**src/rtl/uart_pkg.sv**
```systemverilog
// uart_pkg: state encoding and frame levels shared by the UART receiver and transmitter
package uart_pkg;
  typedef enum logic [2:0] {IDLE, START, DATA, PARITY, STOP, BREAK} state_t;
  localparam logic START_LVL = 1'b0;
  localparam logic STOP_LVL = 1'b1;
endpackage

```
**src/rtl/uart_rx_sync.sv**
```systemverilog
// uart_rx_sync: two-flop synchronizer for the asynchronous serial line, resets to idle-high
module uart_rx_sync (
  input  logic i_clk,
  input  logic i_rst,
  input  logic i_d,
  output logic o_q
);
  logic meta;
  // shift the raw line through two flops so downstream logic sees a settled level
  always_ff @(posedge i_clk or posedge i_rst)
    if (i_rst) {o_q, meta} <= 2'b11;
    else {o_q, meta} <= {meta, i_d};
endmodule

```
**src/rtl/uart_rx.sv**
```systemverilog
// uart_rx: mid-bit sampling UART receiver with optional parity and break handling
module uart_rx
  import uart_pkg::*;
#(
  parameter int CLKS_PER_BIT = 16,
  parameter int DATA_BITS = 7,
  parameter int PARITY_EN = 1,
  parameter int PARITY_ODD = 0
) (
  input  logic                 i_clk,
  input  logic                 i_rst,
  input  logic                 i_rx,
  output logic [DATA_BITS-1:0] o_data,
  output logic                 o_valid,
  output logic                 o_parity_err,
  output logic                 o_frame_err,
  output logic                 o_busy
);
  localparam int CW = $clog2(CLKS_PER_BIT);
  localparam logic [CW-1:0] MID = CW'(CLKS_PER_BIT / 2 - 1);
  localparam logic [CW-1:0] LAST = CW'(CLKS_PER_BIT - 1);
  localparam logic [3:0] LAST_IDX = 4'(DATA_BITS - 1);
  state_t state, state_n;
  logic [CW-1:0] cnt, cnt_n;
  logic [3:0] idx, idx_n;
  logic [DATA_BITS-1:0] shreg;
  logic par_err, samp, rx_s;
  uart_rx_sync u_sync (.i_clk(i_clk), .i_rst(i_rst), .i_d(i_rx), .o_q(rx_s));
  assign o_busy = state != IDLE;
  // next state, baud counter and bit index; samp marks a mid-bit sample point
  always_comb begin
    state_n = state;
    cnt_n = cnt + CW'(1);
    idx_n = idx;
    samp = 1'b0;
    case (state)
      IDLE: begin
        cnt_n = '0;
        if (rx_s == START_LVL) state_n = START;
      end
      START: if (cnt == MID) begin
        cnt_n = '0;
        idx_n = '0;
        state_n = rx_s == START_LVL ? DATA : IDLE;
      end
      DATA: if (cnt == LAST) begin
        cnt_n = '0;
        samp = 1'b1;
        idx_n = idx + 4'd1;
        if (idx == LAST_IDX) state_n = PARITY_EN != 0 ? PARITY : STOP;
      end
      PARITY: if (cnt == LAST) begin
        cnt_n = '0;
        samp = 1'b1;
        state_n = STOP;
      end
      STOP: if (cnt == LAST) begin
        cnt_n = '0;
        samp = 1'b1;
        state_n = rx_s == STOP_LVL ? IDLE : BREAK;
      end
      BREAK: begin
        cnt_n = '0;
        if (rx_s == STOP_LVL) state_n = IDLE;
      end
      default: begin
        cnt_n = '0;
        state_n = IDLE;
      end
    endcase
  end
  // FSM state, baud counter and bit index registers
  always_ff @(posedge i_clk or posedge i_rst)
    if (i_rst) begin
      state <= IDLE;
      cnt <= '0;
      idx <= '0;
    end else begin
      state <= state_n;
      cnt <= cnt_n;
      idx <= idx_n;
    end
  // shift data in LSB-first, latch parity mismatch, publish the frame on the stop sample
  always_ff @(posedge i_clk or posedge i_rst)
    if (i_rst) begin
      shreg <= '0;
      par_err <= 1'b0;
      o_data <= '0;
      o_valid <= 1'b0;
      o_parity_err <= 1'b0;
      o_frame_err <= 1'b0;
    end else begin
      o_valid <= 1'b0;
      if (samp && state == DATA) shreg <= {rx_s, shreg[DATA_BITS-1:1]};
      if (samp && state == PARITY) par_err <= rx_s != (^shreg ^ 1'(PARITY_ODD));
      if (samp && state == STOP) begin
        o_valid <= 1'b1;
        o_data <= shreg;
        o_frame_err <= rx_s != STOP_LVL;
        o_parity_err <= par_err;
      end
    end
endmodule

```
**config.mk**
```make
export PLATFORM = sky130hd
export DESIGN_NAME = uart_rx
export DESIGN_NICKNAME = d
export VERILOG_FILES = /design/src/rtl/uart_pkg.sv /design/src/rtl/uart_rx_sync.sv /design/src/rtl/uart_rx.sv
export SDC_FILE = /design/constraint.sdc
export NUM_CORES = 1
export LEC_CHECK = 0
export BUFFER_PORTS_ARGS = -buffer_cell sky130_fd_sc_hd__buf_2
export CAP_MARGIN = 20
export CORE_MARGIN = 2
export CORE_UTILIZATION = 52
export DETAILED_ROUTE_END_ITERATION = 7
export GPL_TIMING_DRIVEN = 0
export HOLD_SLACK_MARGIN = 0.12
export PLACE_DENSITY_LB_ADDON = 0.08
export SETUP_SLACK_MARGIN = 0.5
export SLEW_MARGIN = 10
export SYNTH_ARGS = -nofsm -noshare
export SYNTH_HDL_FRONTEND = slang
export SYNTH_SLANG_ARGS = --single-unit
export TNS_END_PERCENT = 1
```
**constraint.sdc**
```tcl
create_clock -name i_clk -period 1.7 [get_ports i_clk]
set_clock_uncertainty 0.05 [all_clocks]
set_input_delay 0.085 -clock i_clk [delete_from_list [all_inputs] [get_ports i_clk]]
set_output_delay 0.085 -clock i_clk [all_outputs]
set_load 0.01 [all_outputs]
```
# Word-level counts from Yosys, hierarchy flattened
# Index checks and enable logic that the tools add are counted.
dict set report totals {
  word_cells 59
  register_bits 31
  inputBits 3
  output_inout_bits 11
}
dict set report op_classes {
  eq_ne 16
  muxes 19
  n_bitwise 1
  n_reduce_logical 10
  addsub 2
}
# operator n
set ops {}
lappend ops {{$mux 3} 8}
lappend ops {{$pmux 3 s6} 1}
lappend ops {{$mux 4} 4}
lappend ops {{$pmux 4 s2} 2}
lappend ops {{$ne 2x2->1 const B} 6}
lappend ops {{$add 4x1->4 const B} 2}
lappend ops {{$eq 4x3->1 const B} 2}
lappend ops {{$reduce_and 7->1} 1}
lappend ops {{$reduce_xor 7->1} 1}
lappend ops {{$eq 3x2->1 const B} 2}
lappend ops {{$eq 3x3->1 const B} 2}
lappend ops {{$eq 4x4->1 const B} 1}
lappend ops {{$eq 3x1->1 const B} 1}
lappend ops {{$logic_and 1x1->1} 3}
lappend ops {{$logic_not 3->1} 1}
lappend ops {{$mux 1} 3}
lappend ops {{$reduce_and 3->1} 1}
lappend ops {{$reduce_bool 3->1} 1}
lappend ops {{$reduce_or 3->1} 1}
lappend ops {{$mux 2} 1}
lappend ops {{$ne 2x1->1 const B} 1}
lappend ops {{$reduce_bool 2->1} 1}
lappend ops {{$ne 1x1->1} 1}
lappend ops {{$not 1->1} 1}

# Logic depth before layout (Yosys ltp)
# Gate-level depths: netlist of run 1.
dict set report logic_depth {
  ltp_word 5
  ltp_mapped 8
  ltp_nobuf 5
}

# Cells and area by module
# A second synthesis of run 1 with hierarchy kept.
dict set report hier_totals {
  hier_cells 131
  hier_area_um2 1466.4
}
# mod area_per_inst_um2 n_inst cells_each seq_area_each_um2
set modules_own_cells {}
lappend modules_own_cells {uart_rx 1410.1 1 128 725.7}
lappend modules_own_cells {uart_rx_sync 56.3 1 3 52.6}

# Worst setup path after synthesis of run 1
# No wires, ideal clock.
dict set report synth_timing {
  path_type {flip-flop to flip-flop}
  start {register cnt[0]}
  end {register o_data[0]}
  t_required_ns 1.525
  setup_ns 0.125
  path_slack_ns 0.004
  stages_incl_launch_ff 8
  path_buffers 3
  period_less_slack_ns 1.696
  t_arrival_ns 1.520
  path_cell_list {dfrtp_1 -> ha_1 -> clkbuf_2 -> and3_1 -> buf_6 -> nand3_4 -> buf_6 -> mux2_4}
}
dict set report synth_via {
  elab_chain_cells 4
}
# element line
set synth_lines {}
lappend synth_lines {{start, declared} uart_rx.sv:24} ;# logic [CW-1:0] cnt, cnt_n;
lappend synth_lines {{start signal, assigned} uart_rx.sv:80} ;# cnt <= cnt_n;
lappend synth_lines {{$eq 4x4->1} {uart_rx.sv:46, uart_rx.sv:52, uart_rx.sv:57}}
lappend synth_lines {{$mux 1} {uart_rx.sv:46, uart_rx.sv:52, uart_rx.sv:57}}
lappend synth_lines {{$mux 1} -}
lappend synth_lines {{$logic_and 1x1->1} uart_rx.sv:96} ;# if (samp && state == STOP) begin
lappend synth_lines {{end signal, assigned} uart_rx.sv:98} ;# o_data <= shreg;
lappend synth_lines {{end, declared} uart_rx.sv:13} ;# output logic [DATA_BITS-1:0] o_data,
# No other way between the ends.
# A chain may end at the register's enable or synchronous reset.

# Worst setup path in the final report of run 1
dict set report layout_timing {
  start {register cnt[0]}
  end {register o_data[5]}
}
# Same word-level chain as after synthesis.

==> summary.txt, run 1 <==
Drt
  • DRT antenna net count: 0
  • Residual DRC: 0
  • Detailed Route WL: 2.83 mm
  • Vias per inst: 5.74
  • Initial DRC count: 30
  • Total iterations of the first detailed-routing run: 4
  • Via count: 1097
  • DR WL/cell: 14.8 um

Place
  • Placed Instances: 175
  • Cell Area, Placed: 0.00167 mm2
  • Pre-CTS setup slack: -58.4 ps
  • Port Buffers: 13
  • Placed wire-length estimate: 1.85 mm
  • Routability cong.: 0.818

Worst setup path
  • CP max stage cell: dfrtp_1
  • Crit path required time: 1870 ps
  • Most used cell, CP: buf_8
  • Crit-path cells: ha_2 > buf_8 > and3_4 > buf_8 > nand3_4 > clkbuf_16 > mux2_4
  • Type of origin of the critical path: flop
  • Worst EP arrival: 1870 ps
  • Top delay family on crit path: buffers and inverters
  • Critical Path Max Stage Delay: 370 ps
  • Reg2reg end: o_data[5]
  • Worst Path Max Fanout: 8
  • Critical path type: reg -> reg
  • Worst R2R Setup Slack: -1 ps
  • CP Buf/Inv Count: 3
  • Worst r2r path cells: 7
  • Reg2Reg Launch Point: cnt[0]
  • Critical Path End Type: flop

Clock tree
  • Root Buffer: clkbuf_4
  • CTS tree: yes
  • Clock buffer depth: 2
  • Worst-skew pair later-pin latency: 330 ps
  • Clock transition at path regs: 100 ps
  • Total CTS buffers: 5
  • H-tree level count: 2
  • Clk sink count: 31

Power and ir drop
  • Max IR drop VDD: 0.000845 V
  • PD cells: 1100 mW/mm2
  • Leakage: 0.924 nW

Timing
  • Unrepaired setup endpoints after global routing: true
  • Hold_ws: 310 ps
  • Pins over their slew limit: 0
  • Worst-Margin Slew: 628 ps
  • Post-route clock period utilization: 100%
  • Worst setup slack after layout: -1.39 ps
  • Final setup fails: 1
  • FMAX: 588 MHz
  • Clock period minus worst slack: 1700 ps
  • Slew HR: 58.1%
  • Final hold violation count: 0

Global routing
  • Vias in the first global route: 1053
  • Total grt overflow: 0
  • Initial antenna violation count: 0
  • GRT Total Usage: 19.7%
  • Largest net degree at the start of global routing: 19
  • Global-route wire length before repair: 4.80 mm
  • GRT met3 Usage: 8.04%
  • GRT busiest layer: met2
  • M1 GR Usage: 24.7%
  • Grt met2 use: 29.5%

Floorplan
  • Initial Util: 55.0%
  • DIE WIDTH: 58.0 um
  • DIE HEIGHT: 58.0 um
  • Row count: 19
  • Area of the core: 0.00276 mm2
  • IO Count: 14
  • Total Die Area: 0.00337 mm2

Synthesis
  • Mapped Nets: 136
  • Syn_area_per_cell: 11.7 um2
  • Mapped Area: 0.00152 mm2
  • Fraction of registers with async set/reset: 100%
  • Ys Warns: 0
  • Area contributors post-synth: dfrtp_1 (48%), mux2_4 (6.9%), mux2_2 (5.9%)
  • Area leader, netlist: dfrtp_1
  • Gate Count Post-Synth: 130
  • Sequential share of the synthesized area: 51.3%
  • Distinct cells, synth: 41
  • Number of synthesized flops with an enable pin: 0
  • Synth Register Bits: 31
  • Prevailing post-synth register cell: dfrtp_1
  • Synth top area share: 47.8%

Min path
  • Worst Hold Class: reg -> reg
  • Hold depth: 0
  • Min-Delay Startpoint: u_sync.meta
  • Hold Path Sink: u_sync.o_q

Run status
  • Failing checks: setup timing
  • Status: finished with violations

Final layout
  • Final Non-Filler Cells: 191
  • Final net count: 166
  • Filler cell count: 236
  • Area delta synth->final: 22.3%
  • # diodes: 0
  • Post-route cell area: 0.00186 mm2
  • Layout cells sized above 1: 41.3%
  • Final core occ: 67.3%

Run
  • Maxcap violations: 0
synthesized netlist by cell type (all sizes together) (2+ instances only):
cell and instances:
and3 3, buf 3, clkbuf 3, dfrtp 29
dfstp 2, ha 3, inv 5, mux2 15
nand2 10, nand3 6, nor2 6, nor3 4
nor3b 2, o2111ai 2, o21a 2, o21ai 10
o31ai 2, xnor2 7
what timing repair did:
action | CTS | global route
gates resized for setup | 6 | 12
hold buffers | 2 | 0
cloned | 0 | 1
setup buffers | 3 | 3
setup endpoints to repair | 30 | 30
endpoints found under the hold margin | 14 | 0
pin swaps | 4 | 7
metrics by stage:
step	total power, mW	TNS (ps)
floorplan	1.35	0
global placement	1.46	-402
detailed placement	1.48	-593
CTS	1.98	-39.4
global route	2.16	-299
finish	2.04	-1.39
cell type report:
cell class	count	area (um2)	share of cell area (%)
Sequential cell	31	779	42.0
Buffer	6	67.6	3.64
Inverter	5	18.8	1.01
Clock inverter	1	5.00	0.270
Timing Repair Buffer	23	183	9.84
Tap cell	31	38.8	2.09
Multi-Input combinational cell	88	713	38.4
Clock buffer	6	51.3	2.76
cell families after synthesis:
group / after synthesis / share of synthesized area [%]
AO/OA/AOI/OAI: 25 / 11.5
XOR/XNOR: 8 / 4.62
adder cells (fa/ha/maj): 3 / 2.47
buffers and inverters: 11 / 3.87
flip-flops: 31 / 51.3
multiplexers: 15 / 12.9
AND/OR/NAND/NOR: 37 / 13.4
where the power goes:
part	internal [mW]	total, mW	switching [mW]
sequential	0.836	0.947	0.112
clock	0.191	0.433	0.241
combinational	0.324	0.656	0.332
per-layer routing:
layer / up-vias / wire length [um]
met5: - / 0
met2: 36 / 1380
met4: 0 / 46
met1: 534 / 1220
met3: 4 / 180
li1: 523 / -
flip-flops by register name, summed over array words and instances, names as in the netlist:
register and flops:
o_data 7, o_frame_err 1, u_sync.o_q 1, par_err 1, o_parity_err 1, u_sync.meta 1
o_valid 1, state 3, idx 4, shreg 7, cnt 4
cells in the final DEF, fill, tap and decap left out, types with 4 or more instances in the layout:
master     n
clkbuf_4   6
nor2_1     5
mux2_2     8
nand2_1    8
xnor2_1    7
buf_2     15
o21ai_0    8
nand3_1    5
inv_1      4
buf_4      6
dfrtp_1   28
mux2_4     7
worst max path at each step:
stage	startpoint	slack [ps]	to	cells after the start
floorplan	cnt[0]	60	o_data[0]	7
global placement	cnt[0]	-40	o_data[2]	7
detailed placement	cnt[0]	-60	o_data[3]	7
CTS	cnt[1]	-10	o_data[3]	7
global route	cnt[0]	-50	o_data[2]	7
finish	cnt[0]	-1	o_data[5]	7
No activity file was read; power rests on OpenSTA's default activity.
==> run 2: changes to the inputs <==
ABC_AREA = 1   (was default)
==> summary.txt, run 2 <==
Run status
  • Status: complete, no violations

Place
  • Placed Instances: 228 (+30%)
  • Port Buffers: 13 (unchanged)
  • Cell Area, Placed: 0.00166 mm2 (-0.45%)
  • Placed wire-length estimate: 2.10 mm (+14%)
  • Routability cong.: 0.832 (+1.7%)

Synthesis
  • Synth Register Bits: 31 (unchanged)
  • Gate Count Post-Synth: 183 (+41%)
  • Ys Warns: 0 (unchanged)
  • Most common cell in the synthesized netlist: nand2_1
  • Prevailing post-synth register cell: dfrtp_1
  • Mapped Nets: 189 (+39%)
  • Distinct cells, synth: 21 (-49%)
  • Mapped Area: 0.00153 mm2 (+0.82%)
  • Synth top area share: 47.4% (-0.39 points)
  • Sequential share of the synthesized area: 50.9% (-0.42 points)
  • Most frequent cells after synthesis: nand2_1 (57), dfrtp_1 (29), inv_1 (19), nor2_1 (17), nand3_1 (10)
  • Fraction of registers with async set/reset: 100% (unchanged)
  • Area contributors post-synth: dfrtp_1 (47%), nand2_1 (14%), inv_1 (4.7%)
  • Area leader, netlist: dfrtp_1
  • Number of synthesized flops with an enable pin: 0 (unchanged)
  • Syn_area_per_cell: 8.36 um2 (-28%)

Timing
  • FMAX: 711 MHz (+21%)
  • Unrepaired setup endpoints after global routing: true
  • Clock period minus worst slack: 1410 ps (-296 ps)
  • Final hold violation count: 0 (unchanged)
  • Post-route clock period utilization: 82.7% (-17 points)
  • Hold_ws: 287 ps (-22.8 ps)
  • Slew HR: 64.8% (+6.7 points)
  • Final setup fails: 0 (-1)
  • Sum of negative setup slack: 0 ps (+1.39 ps)
  • Worst-Margin Slew: 527 ps (-101 ps)
  • Pins over their slew limit: 0 (unchanged)

Global routing
  • GRT Total Usage: 21.9% (+2.2 points)
  • Total grt overflow: 0 (unchanged)
  • Global-route wire length before repair: 5.44 mm (+13%)
  • Largest net degree at the start of global routing: 22 (+3)
  • Vias in the first global route: 1309 (+24%)
  • Initial antenna violation count: 0 (unchanged)

Final layout
  • Final net count: 225 (+36%)
  • Area delta synth->final: 25.0%
  • # diodes: 0 (unchanged)
  • Leading cell types in the layout, fill and taps excluded: nand2_1 (54), dfrtp_1 (27), inv_1 (18), nor2_1 (14), buf_2 (13)
  • Final Non-Filler Cells: 251 (+31%)
  • Commonest non-fill, non-tap cell in the layout: nand2_1
  • Post-route cell area: 0.00191 mm2 (+3.0%)
  • Regs by FF count: o_data x7, shreg x7
  • Layout cells sized above 1: 32.7% (-8.5 points)
  • Final core occ: 68.8% (+1.4 points)

Drt
  • Initial DRC count: 97 (+220%)
  • Detailed Route WL: 3.15 mm (+11%)
  • Vias per inst: 5.20 (-9.5%)
  • DR WL/cell: 12.6 um (-15%)
  • DRT antenna net count: 0 (unchanged)
  • Total iterations of the first detailed-routing run: 4 (unchanged)
  • Via count: 1304 (+19%)
  • Residual DRC: 0 (unchanged)

Clock tree
  • Clock transition at path regs: 90 ps (about the same)
  • H-tree level count: 2 (unchanged)
  • Clock buffer depth: 2 (unchanged)
  • Root Buffer: clkbuf_4
  • Clk sink count: 31 (unchanged)
  • Total CTS buffers: 5 (unchanged)
  • CTS tree: yes
  • Worst-skew pair later-pin latency: 340 ps (about the same)

Worst setup path
  • Critical path type: reg -> reg
  • Type of origin of the critical path: flop
  • Top delay family on crit path: simple AND/OR/NAND/NOR gates
  • CP Buf/Inv Count: 2 (-1)
  • CP max stage cell: dfrtp_1
  • Critical Path End Type: flop
  • Critical Path Max Stage Delay: 430 ps (+60 ps)
  • Crit-path cells: ha_4 > nand2_4 > nor2_4 > buf_4 > nand2_4 > nand2_4 > nand2_4 > inv_2 > nand2_1 > nand2_1
  • Worst EP arrival: 1590 ps (-280 ps)
  • Most used cell, CP: nand2_4
  • Crit path required time: 1880 ps (about the same)
  • Worst Path Max Fanout: 7 (-1)

Floorplan
  • Area of the core: 0.00278 mm2 (+0.86%)
  • Initial Util: 55.0% (about the same)
  • Row count: 19 (unchanged)
  • Total Die Area: 0.00339 mm2 (+0.76%)
  • DIE WIDTH: 58.2 um (+0.38%)
  • IO Count: 14 (unchanged)
  • DIE HEIGHT: 58.2 um (+0.38%)

Power and ir drop
  • Sequential share of power: 44.1% (-2.4 points)
  • Clock power frac: 19.6% (-1.6 points)
  • P_sw: 786 uW (+15%)
  • PD cells: 1070 mW/mm2 (-2.6%)
  • Leakage: 1.00 nW (+8.8%)
  • Combinational share of power: 36.3% (+4.1 points)
  • Max IR drop VDD: 0.000875 V (+3.6%)
  • Internal power: 1.26 mW (-6.9%)
  • Switch share: 38.5% (+4.8 points)

Min path
  • Worst Hold Class: in -> async

Run
  • Maxcap violations: 0 (unchanged)
run 2: changes by cell type after synthesis, moves of 5 or more:
| cell | change |
|---|---|
| nand2_1 | +48 |
| inv_1 | +14 |
| nor2_1 | +11 |
| mux2_2 | -8 |
| mux2_4 | -7 |
| o21ai_2 | +7 |
| xnor2_1 | -7 |
| a21oi_1 | +6 |
| nand3_1 | +5 |
run 2: cell families after synthesis:
logic type	after synthesis	synth area share, %
AOI/OAI and AO/OA	24	9.57
and+or+nand+nor	98	28.5
buffers and inverters	24	6.87
adders and majority gates	3	2.45
DFF	31	50.9
xor gates and xnor gates	3	1.72
run 2: stage by stage:
| stage | total power [mW] | setup slack (ps) |
|---|---|---|
| floorplan | 1.33 | 391 |
| global placement | 1.42 | 240 |
| detailed placement | 1.45 | 224 |
| CTS | 1.91 | 270 |
| global route | 2.18 | 232 |
| finish | 2.04 | 294 |
run 2: worst paths after layout:
path	from	end	slack, ps	depth (start not counted)
worst min register to register	u_sync.meta	u_sync.o_q	310	0
worst max-delay path	cnt[1]	idx[1]	290	10
worst min-delay path	i_rst	state[1]	290	3
max in group asynchronous	i_rst	u_sync.o_q	760	4
worst max register to register	cnt[1]	idx[1]	290	10
min in group i_clk	u_sync.meta	u_sync.o_q	310	0
run 2: area by class of cell:
type | count | area [um2]
clock buffer | 7 | 45.0
sequential | 31 | 781
tap | 31 | 38.8
buffer | 2 | 22.5
clock inverter | 1 | 5.00
timing repair buffer | 29 | 221
fill | 231 | 868
multi-input combinational | 128 | 717
inverter | 22 | 82.6
run 2: metal layers:
| layer | wire length (um) | global-route usage (%) | vias to the layer above |
|---|---|---|---|
| met1 | 1240 | 23.1 | 616 |
| met2 | 1680 | 38.0 | 33 |
| met3 | 102 | 4.91 | 12 |
| met4 | 133 | 15.9 | 0 |
| li1 | - | - | 643 |
| met5 | 0 | 0 | - |
run 2: worst min-delay path, cell delays in order:
cell,delay (ps)
dlygate4sd3_1,540
buf_2,120
inv_1,390
run 2: repair_timing:
| action | 4_1_cts | 5_1_grt |
|---|---|---|
| pin swaps | 3 | 8 |
| buffers inserted | 5 | 7 |
| gates resized for setup | 9 | 15 |
| hold endpoints to repair | 31 | 0 |
| setup endpoints to repair | 30 | 30 |
| hold buffers | 2 | 0 |
| cloned | 1 | 0 |
run 2: power by group through the flow:
stage / combinational, mW / sequential, mW / clock [mW]
4_1_cts: 0.602 / 0.891 / 0.419
5_1_grt: 0.823 / 0.912 / 0.441
3_5_place_dp: 0.550 / 0.900 / 0
3_3_place_gp: 0.528 / 0.894 / 0
6_report: 0.742 / 0.902 / 0.400
2_1_floorplan: 0.441 / 0.885 / 0
